==> src/rtl/alu_issue_stage.sv <==
// EX-stage issue register: decodes ALUOp/funct3/funct7[5] into an ALU operation and holds
// the operand bundle in a 2-entry skid buffer. Define ALU_ISSUE_PERF_EN to add perf counters.
module alu_issue_stage #(
  parameter int DATA_WIDTH    = 32,
  parameter int OPCODE_LENGTH = 4
) (
  input  logic                     clk,
  input  logic                     reset,
  input  logic                     flush,
  input  logic                     in_valid,
  output logic                     in_ready,
  input  logic [1:0]               alu_op,
  input  logic [2:0]               funct3,
  input  logic                     funct7_b5,
  input  logic                     alu_src,
  input  logic [DATA_WIDTH-1:0]    rs1_data,
  input  logic [DATA_WIDTH-1:0]    rs2_data,
  input  logic [DATA_WIDTH-1:0]    imm,
  output logic                     out_valid,
  input  logic                     out_ready,
  output logic [OPCODE_LENGTH-1:0] Operation,
  output logic [DATA_WIDTH-1:0]    SrcA,
  output logic [DATA_WIDTH-1:0]    SrcB,
  output logic                     illegal
`ifdef ALU_ISSUE_PERF_EN
  ,
  output logic [31:0]              perf_issued,
  output logic [31:0]              perf_stall
`endif
);

  localparam logic [OPCODE_LENGTH-1:0] OP_AND = OPCODE_LENGTH'(0);
  localparam logic [OPCODE_LENGTH-1:0] OP_OR  = OPCODE_LENGTH'(1);
  localparam logic [OPCODE_LENGTH-1:0] OP_ADD = OPCODE_LENGTH'(2);
  localparam logic [OPCODE_LENGTH-1:0] OP_SLL = OPCODE_LENGTH'(3);
  localparam logic [OPCODE_LENGTH-1:0] OP_SRL = OPCODE_LENGTH'(4);
  localparam logic [OPCODE_LENGTH-1:0] OP_SUB = OPCODE_LENGTH'(5);
  localparam logic [OPCODE_LENGTH-1:0] OP_SRA = OPCODE_LENGTH'(6);
  localparam logic [OPCODE_LENGTH-1:0] OP_SLT = OPCODE_LENGTH'(7);
  localparam logic [OPCODE_LENGTH-1:0] OP_EQ  = OPCODE_LENGTH'(8);
  localparam logic [OPCODE_LENGTH-1:0] OP_NE  = OPCODE_LENGTH'(9);
  localparam logic [OPCODE_LENGTH-1:0] OP_LT  = OPCODE_LENGTH'(10);
  localparam logic [OPCODE_LENGTH-1:0] OP_GE  = OPCODE_LENGTH'(11);
  localparam logic [OPCODE_LENGTH-1:0] OP_XOR = OPCODE_LENGTH'(12);
  localparam logic [OPCODE_LENGTH-1:0] OP_BAD = '1;

  // ---------------- decode ----------------
  logic [OPCODE_LENGTH-1:0] dec_op;
  logic                     dec_illegal;
  logic                     dec_shift;
  logic [DATA_WIDTH-1:0]    srcb_raw;
  logic [DATA_WIDTH-1:0]    dec_srcb;

  always_comb begin
    dec_op      = OP_ADD;
    dec_illegal = 1'b0;
    case (alu_op)
      2'b00: dec_op = OP_ADD;
      2'b01: begin
        case (funct3)
          3'b000:         dec_op = OP_EQ;
          3'b001:         dec_op = OP_NE;
          3'b100, 3'b110: dec_op = OP_LT;
          3'b101, 3'b111: dec_op = OP_GE;
          default: begin
            dec_op      = OP_BAD;
            dec_illegal = 1'b1;
          end
        endcase
      end
      default: begin
        // R-type and I-type share a table; only R-type honours funct7[5] for SUB
        case (funct3)
          3'b000:         dec_op = (funct7_b5 && (alu_op == 2'b10)) ? OP_SUB : OP_ADD;
          3'b001:         dec_op = OP_SLL;
          3'b010, 3'b011: dec_op = OP_SLT;
          3'b100:         dec_op = OP_XOR;
          3'b101:         dec_op = funct7_b5 ? OP_SRA : OP_SRL;
          3'b110:         dec_op = OP_OR;
          default:        dec_op = OP_AND;
        endcase
      end
    endcase
  end

  assign dec_shift = (dec_op == OP_SLL) || (dec_op == OP_SRL) || (dec_op == OP_SRA);
  assign srcb_raw  = alu_src ? imm : rs2_data;
  assign dec_srcb  = dec_shift ? {{(DATA_WIDTH-5){1'b0}}, srcb_raw[4:0]} : srcb_raw;

  // ---------------- skid buffer ----------------
  logic                     main_valid_reg, main_valid_next;
  logic [OPCODE_LENGTH-1:0] main_op_reg, main_op_next;
  logic [DATA_WIDTH-1:0]    main_a_reg, main_a_next;
  logic [DATA_WIDTH-1:0]    main_b_reg, main_b_next;
  logic                     main_ill_reg, main_ill_next;
  logic                     skid_valid_reg, skid_valid_next;
  logic [OPCODE_LENGTH-1:0] skid_op_reg, skid_op_next;
  logic [DATA_WIDTH-1:0]    skid_a_reg, skid_a_next;
  logic [DATA_WIDTH-1:0]    skid_b_reg, skid_b_next;
  logic                     skid_ill_reg, skid_ill_next;
  logic                     accept;
  logic                     consume;

  // in_ready depends only on stored state, never on out_ready
  assign in_ready = ~skid_valid_reg;
  assign accept   = in_valid & in_ready;
  assign consume  = main_valid_reg & out_ready;

  always_comb begin
    main_valid_next = main_valid_reg;
    main_op_next    = main_op_reg;
    main_a_next     = main_a_reg;
    main_b_next     = main_b_reg;
    main_ill_next   = main_ill_reg;
    skid_valid_next = skid_valid_reg;
    skid_op_next    = skid_op_reg;
    skid_a_next     = skid_a_reg;
    skid_b_next     = skid_b_reg;
    skid_ill_next   = skid_ill_reg;
    if (flush) begin
      main_valid_next = 1'b0;
      skid_valid_next = 1'b0;
    end else if (consume && skid_valid_reg) begin
      // skid full implies in_ready low, so no accept can coincide with this move
      main_op_next    = skid_op_reg;
      main_a_next     = skid_a_reg;
      main_b_next     = skid_b_reg;
      main_ill_next   = skid_ill_reg;
      skid_valid_next = 1'b0;
    end else if (accept && (!main_valid_reg || consume)) begin
      main_valid_next = 1'b1;
      main_op_next    = dec_op;
      main_a_next     = rs1_data;
      main_b_next     = dec_srcb;
      main_ill_next   = dec_illegal;
    end else if (accept) begin
      skid_valid_next = 1'b1;
      skid_op_next    = dec_op;
      skid_a_next     = rs1_data;
      skid_b_next     = dec_srcb;
      skid_ill_next   = dec_illegal;
    end else if (consume) begin
      main_valid_next = 1'b0;
    end
  end

  always_ff @(posedge clk or posedge reset) begin
    if (reset) begin
      main_valid_reg <= 1'b0;
      main_op_reg    <= '0;
      main_a_reg     <= '0;
      main_b_reg     <= '0;
      main_ill_reg   <= 1'b0;
      skid_valid_reg <= 1'b0;
      skid_op_reg    <= '0;
      skid_a_reg     <= '0;
      skid_b_reg     <= '0;
      skid_ill_reg   <= 1'b0;
    end else begin
      main_valid_reg <= main_valid_next;
      main_op_reg    <= main_op_next;
      main_a_reg     <= main_a_next;
      main_b_reg     <= main_b_next;
      main_ill_reg   <= main_ill_next;
      skid_valid_reg <= skid_valid_next;
      skid_op_reg    <= skid_op_next;
      skid_a_reg     <= skid_a_next;
      skid_b_reg     <= skid_b_next;
      skid_ill_reg   <= skid_ill_next;
    end
  end

  assign out_valid = main_valid_reg;
  assign Operation = main_op_reg;
  assign SrcA      = main_a_reg;
  assign SrcB      = main_b_reg;
  assign illegal   = main_ill_reg;

`ifdef ALU_ISSUE_PERF_EN
  logic [31:0] issued_reg;
  logic [31:0] stall_reg;

  // counters survive flush; only reset clears them
  always_ff @(posedge clk or posedge reset) begin
    if (reset) begin
      issued_reg <= '0;
      stall_reg  <= '0;
    end else begin
      if (main_valid_reg && out_ready)  issued_reg <= issued_reg + 32'd1;
      if (main_valid_reg && !out_ready) stall_reg  <= stall_reg + 32'd1;
    end
  end

  assign perf_issued = issued_reg;
  assign perf_stall  = stall_reg;
`endif

endmodule

==> config.mk <==
export PLATFORM = sky130hd
export DESIGN_NAME = alu_issue_stage
export DESIGN_NICKNAME = d
export VERILOG_FILES = /design/src/rtl/alu_issue_stage.sv
export SDC_FILE = /design/constraint.sdc
export NUM_CORES = 1
export LEC_CHECK = 0
export ABC_AREA = 1
export CORE_MARGIN = 4
export CORE_UTILIZATION = 30
export DETAILED_ROUTE_END_ITERATION = 16
export PLACE_DENSITY = 0.64
export SYNTH_ARGS = -nofsm -noshare
export SYNTH_HDL_FRONTEND = slang
export SYNTH_SLANG_ARGS = --single-unit
export TNS_END_PERCENT = 10
==> constraint.sdc <==
create_clock -name clk -period 9.3 [get_ports clk]
set_input_delay 1.86 -clock clk [delete_from_list [all_inputs] [get_ports clk]]
set_output_delay 1.86 -clock clk [all_outputs]
set_load 0.02 [all_outputs]
**Word-level counts from Yosys, hierarchy flattened**

Index checks and enable logic that the tools add are counted.

- Input bits: 108
- Logic and storage cells: 77
- Register bits after elaboration: 140
- Output and inout port bits: 71

- Equal/unequal tests: 15
- Bitwise gates (word level): 6
- Reductions and logical operators: 20
- Mux-type cells: 26

Operators with widths:

| cell | count |
|---|---|
| 32-bit two-way mux | 6 |
| 4-bit one-hot mux with 6 select lines | 1 |
| 1-bit two-way mux | 13 |
| 3-bit == test (second input constant) | 4 |
| 3-bit one-hot mux with 4 select lines | 1 |
| 4-bit by 3-bit == test with 1-bit output (second input constant) | 2 |
| 4-bit two-way mux | 2 |
| 4-bit one-hot mux with 2 select lines | 1 |
| 3-bit by 2-bit == test with 1-bit output (second input constant) | 2 |
| 3-bit nonzero test | 2 |
| 2-bit OR reduction | 3 |
| 6-bit OR reduction | 1 |
| 4-bit by 2-bit == test with 1-bit output (second input constant) | 1 |
| 1-bit NOT | 4 |
| 2-bit AND reduction | 2 |
| 4-bit AND reduction | 1 |
| 3-bit by 1-bit == test with 1-bit output (second input constant) | 1 |
| 1-bit logical AND | 3 |
| 3-bit logical NOT | 1 |
| 1-bit logical OR | 3 |
| 3-bit two-way mux | 1 |
| 3-bit by 2-bit inequality test with 1-bit output (second input constant) | 1 |
| 3-bit inequality test (second input constant) | 1 |
| 3-bit AND reduction | 1 |
| other kinds (8) | 9 |

**Depth between registers and ports, before layout**

- Depth after elaboration: 11
- Mapped depth: 14
- Mapped depth without buffers: 12

**Worst setup path before layout**

No wires, ideal clock.

- Path type: input port to flip-flop
- From: input funct3[2]
- To: register main_b_reg[12], in the netlist SrcB[12]
- Buffers on the path: 2
- Arrival time: 3,024 ps
- Path slack: 6,160 ps
- Required time: 9,184 ps
- Stages on the path: 14
- Path through: buf_2 -> inv_1 -> nand2_1 -> nor2_1 -> nor2_1 -> nor2_1 -> nor2_1 -> nor2_1 -> nand2_2 -> buf_2 -> nand2_1 -> nand2_1 -> nand2_1 -> nand2_1

- Longest elaborated chain between the ends: 10

Ends and longest elaborated chain:

| item | RTL line | text |
|---|---|---|
| start, declared | 13 | `input logic [2:0] funct3,` |
| 3-bit by 2-bit == test with 1-bit output (tied with other cells) | 73 | `case (funct3)` |
| 2-bit OR reduction (on tied branches) | 73, 60 |  |
| 4-bit one-hot mux with 6 select lines / 3-bit one-hot mux with 4 select lines (equally long branches) | 73, 60 |  |
| 4-bit one-hot mux with 2 select lines (*) | 57 | `case (alu_op)` |
| 4-bit by 2-bit == test with 1-bit output / 4-bit by 3-bit == test with 1-bit output (equally long branches) | 86 | `assign dec_shift = (dec_op == OP_SLL) \|\| (dec_op == OP_SRL) \|\| (dec_op == OP_SRA);` |
| 1-bit logical OR | 86 |  |
| 1-bit logical OR (*) | 86 |  |
| 32-bit two-way mux (*) | 88 | `assign dec_srcb = dec_shift ? {{(DATA_WIDTH-5){1'b0}}, srcb_raw[4:0]} : srcb_raw;` |
| 32-bit two-way mux (*) | 130 | `end else if (accept && (!main_valid_reg \|\| consume)) begin` |
| 32-bit two-way mux (*) | 123 | `end else if (consume && skid_valid_reg) begin` |
| end signal, assigned | 163 | `main_b_reg <= main_b_next;` |
| end, declared | 94 | `logic [DATA_WIDTH-1:0] main_b_reg, main_b_next;` |

Mark *: on every way between the ends. The rest lies on a longest branch, timed or not. The select of a mux whose other input is x is not followed.
A chain may end at the register's enable or synchronous reset.

**Worst setup path in the final report**

- From: input out_ready
- To: register main_a_reg[15], in the netlist SrcA[15]

- Longest elaborated chain between the ends: 5

Ends and longest elaborated chain:

| item | RTL line | text |
|---|---|---|
| start, declared | 20 | `input logic out_ready,` |
| 1-bit bitwise AND (*) | 107 | `assign consume = main_valid_reg & out_ready;` |
| 1-bit logical OR | 130 |  |
| 1-bit logical AND | 130 |  |
| 2-bit nonzero test (no line) | n/a |  |
| 2-bit AND reduction (no line) | n/a |  |
| end signal, assigned | 162 | `main_a_reg <= main_a_next;` |
| end, declared | 93 | `logic [DATA_WIDTH-1:0] main_a_reg, main_a_next;` |

Mark *: on every way between the ends. The rest lies on a longest branch, timed or not.

==> impl_results.md <==
- Status: finished, final reports clean
- CTS tree: yes
- P per Cell Area: approximately 210 mW/mm^2
- Setup Buffers After CTS: 0
- Worst-path clk slew: ~0.07 ns
- Final instance area: around 0.009 mm^2
- Hold_buf cts: 0
- Distinct cells, synth: 21
- H-tree lvl count: 4
- Area contributors post-synth: dfrtp_1 (54%), nand2_1 (22%), nor2_1 (6.1%)
- Fillers: between 2000 and 2500
- Nets@finish: roughly 1100
- RSZ-0062 raised after global routing: no
- Setup TNS: 0 ns
- CTS root buf: clkbuf_16
- Crit start category: input pin
- Port bufs: roughly 180
- Top-area cell type share of the netlist area: between 50% and 60%
- Number of global-route vias before repair: ~5600
- Post-Route Skew: ~0.010 ns
- 1st-iter DRT viols: between 200 and 300
- Total Wirelength: roughly 18 mm
- DRT antenna net count: 0
- Slew of the pin with the lowest slew margin: about 1.2 ns
- Min Clock Period, post-route: 5.14 ns
- Detailed Place HPWL: ~11 mm
- Final weighted congestion in routability-driven placement: 0.734
- Arr. time, crit path: approximately 5.4 ns
- Placed instance area: 0.00848 mm^2
- Setup crit end kind: flip-flop
- Peak VDD IR: around 0.11 mV
- Final hold viol count: 0
- CP max stage cell: buf_4
- Crit Path Category: in -> reg
- Routed length per instance: ~14 um
- IO Count: between 150 and 200
- Vias per cell: 4.51
- Final setup vio count: 0
- CP required: between 9 and 10 ns
- Initial core utilization: a little under a third
- Global-route wire length before repair: between 20 and 30 mm
- Max Clock Freq: 0.195 GHz
- Worst-Skew Late Latency: between 0.4 and 0.5 ns
- Largest net degree at the start of global routing: between 100 and 150
- Clock buffer depth: 2
- Die Ht: between 150 and 200 um
- Netlist Area Pre-Place: roughly 0.0065 mm^2
- Share of layout cells above drive strength 1: ~7.9%
- Ant diodes: 0
- Avg Synthesized Cell Area: 7.96 um^2
- CTS sink cnt: between 100 and 150
- Warnings from Yosys: 0
- Die area: 0.0241 mm^2
- Gr usage total: roughly 15%
- Crit-path max FO: 96
- Mapped Cells: between 800 and 900
- Hold_ws: 0.478 ns
- Initial antenna violation count: 0
- Slowest cell delay on critical path: roughly 0.7 ns
- Max Cap Viol: 0
- Rel. slew slack: between 20 and 25%
- Area grow syn2layout: 39.4%
- Area of the multi-input gates: between 0.002 and 0.003 mm^2
- Leak pwr: between 4 and 5 nW
- Worst min path class: reg -> reg
- Yosys reg bits: 140
- CORE AREA: 0.0212 mm^2
- Crit-path cells: clkdlybuf4s50_1 -> inv_1 -> nor3_4 -> buf_4 -> clkinv_2 -> buf_4 -> o21ai_1 -> nand2_2 -> buf_4 -> inv_2 -> nor2_1 -> a31oi_1
- Seq/Total Area, Yosys: a little over half
- DRT Pass-1 Iters: 5
- Most used cell, CP: buf_4
- Grt total ovfl: 0
- Die width: roughly 160 um
- Sequential standard cell area: 0.00350 mm^2
- Yosys top cell by area: dfrtp_1
- Resize count post-CTS: 0
- CTS buffer count: 17
- DR vias: between 5000 and 6000
- Max Slew Vio Count: 0
- Period utilisation layout: between 50% and 60%
- # DRC: 0
- FP Rows: between 50 and 60
- Syn nets: approximately 930
[layout make-up]
type / instances / share of cell area [%]
well taps: 275 / 3.79
flip-flops and latches: 140 / 38.6
clock inverters: 12 / 1.49
multi-input cells: 611 / 30.2
repair buffers: 184 / 20.1
inverters: 16 / 0.731
clock buffers: 20 / 5.04
[metal layers]
metal / global-route usage [%] / part of all wire, % / up-vias
met5: 0 / 0 / -
li1: - / - / 2886
met2: 24.8 / 50 / 115
met1: 18.6 / 44 / 2653
met3: 3.64 / 4.9 / 21
met4: 4.63 / 1.7 / 0
[synthesized netlist by cell type (all sizes together)]
library cell,n
o31ai,1
xor2,1
nor3,1
a21oi,9
nand3,6
o21bai,2
nor2,106
a31oi,38
inv,16
o21ai,37
mux2,32
nand2,378
buf,15
dfrtp,140
clkbuf,35
[stage by stage]
| step | util (%) | setup slack, ns | std cells | total power, mW |
|---|---|---|---|---|
| after floorplan | - | 3.69 | 817 | 1.05 |
| after global placement | 40.1 | 3.68 | 1226 | 1.26 |
| after detailed placement | 40.1 | 3.62 | 1226 | 1.27 |
| after CTS | 42.9 | 4.08 | 1258 | 1.96 |
| after global routing | 42.9 | 3.65 | 1258 | 2.05 |
| final | 42.9 | 4.16 | 1258 | 1.93 |
[critical path, delay by kind of cell]
| kind | cells | cell delay (ns) |
|---|---|---|
| buffers and inverters | 7 | 2.75 |
| AO/OA/AOI/OAI | 2 | 0.27 |
| AND/OR/NAND/NOR | 3 | 0.41 |
[cell families after synthesis]
kind of cell,count (synthesis),share of synthesized area (%)
flip-flops,140,53.9
buffers and inverters,66,4.21
XOR/XNOR,1,0.135
multiplexers,32,5.54
AND/OR/NAND/NOR,491,28.7
AO/OA/AOI/OAI,87,7.54
[layout by cell type (no fill, tap or decap), drive strengths merged]
cell           Yosys  layout
nand2            378     378
clkdlybuf4s50      0     178
dfrtp            140     140
nor2             106     106
a31oi             38      38
o21ai             37      37
mux2              32      32
clkbuf            35      20
inv               16      18
a21oi              9       9
clkinv             0       7
nand3              6       6
buf               15       6
o21bai             2       2
bufinv             0       2
xor2               1       1
nor3               1       1
o31ai              1       1
clkinvlp           0       1
[path summary, 6_finish.rpt]
| path | from | end | slack (ns) | cells past startpoint |
|---|---|---|---|---|
| max in group asynchronous | reset | skid_a_reg[11]$_DFFE_PP0P_ | 6.03 | 3 |
| max | out_ready | SrcA[15]$_DFFE_PP0P_ | 4.16 | 12 |
| min | skid_a_reg[0]$_DFFE_PP0P_ | skid_a_reg[0]$_DFFE_PP0P_ | 0.48 | 2 |
| min in group asynchronous | reset | SrcB[26]$_DFFE_PP0P_ | 1.89 | 2 |
| max reg2reg | skid_valid_reg$_DFFE_PP0P_ | SrcA[15]$_DFFE_PP0P_ | 5.67 | 11 |
| min reg2reg | skid_a_reg[0]$_DFFE_PP0P_ | skid_a_reg[0]$_DFFE_PP0P_ | 0.48 | 2 |
[where the power goes]
part / switching [mW] / internal [mW]
Combinational: 0.231 / 0.214
Clock: 0.266 / 0.412
Sequential: 0.0710 / 0.737
Total: 0.568 / 1.36
(Power assumes the default switching activity.)
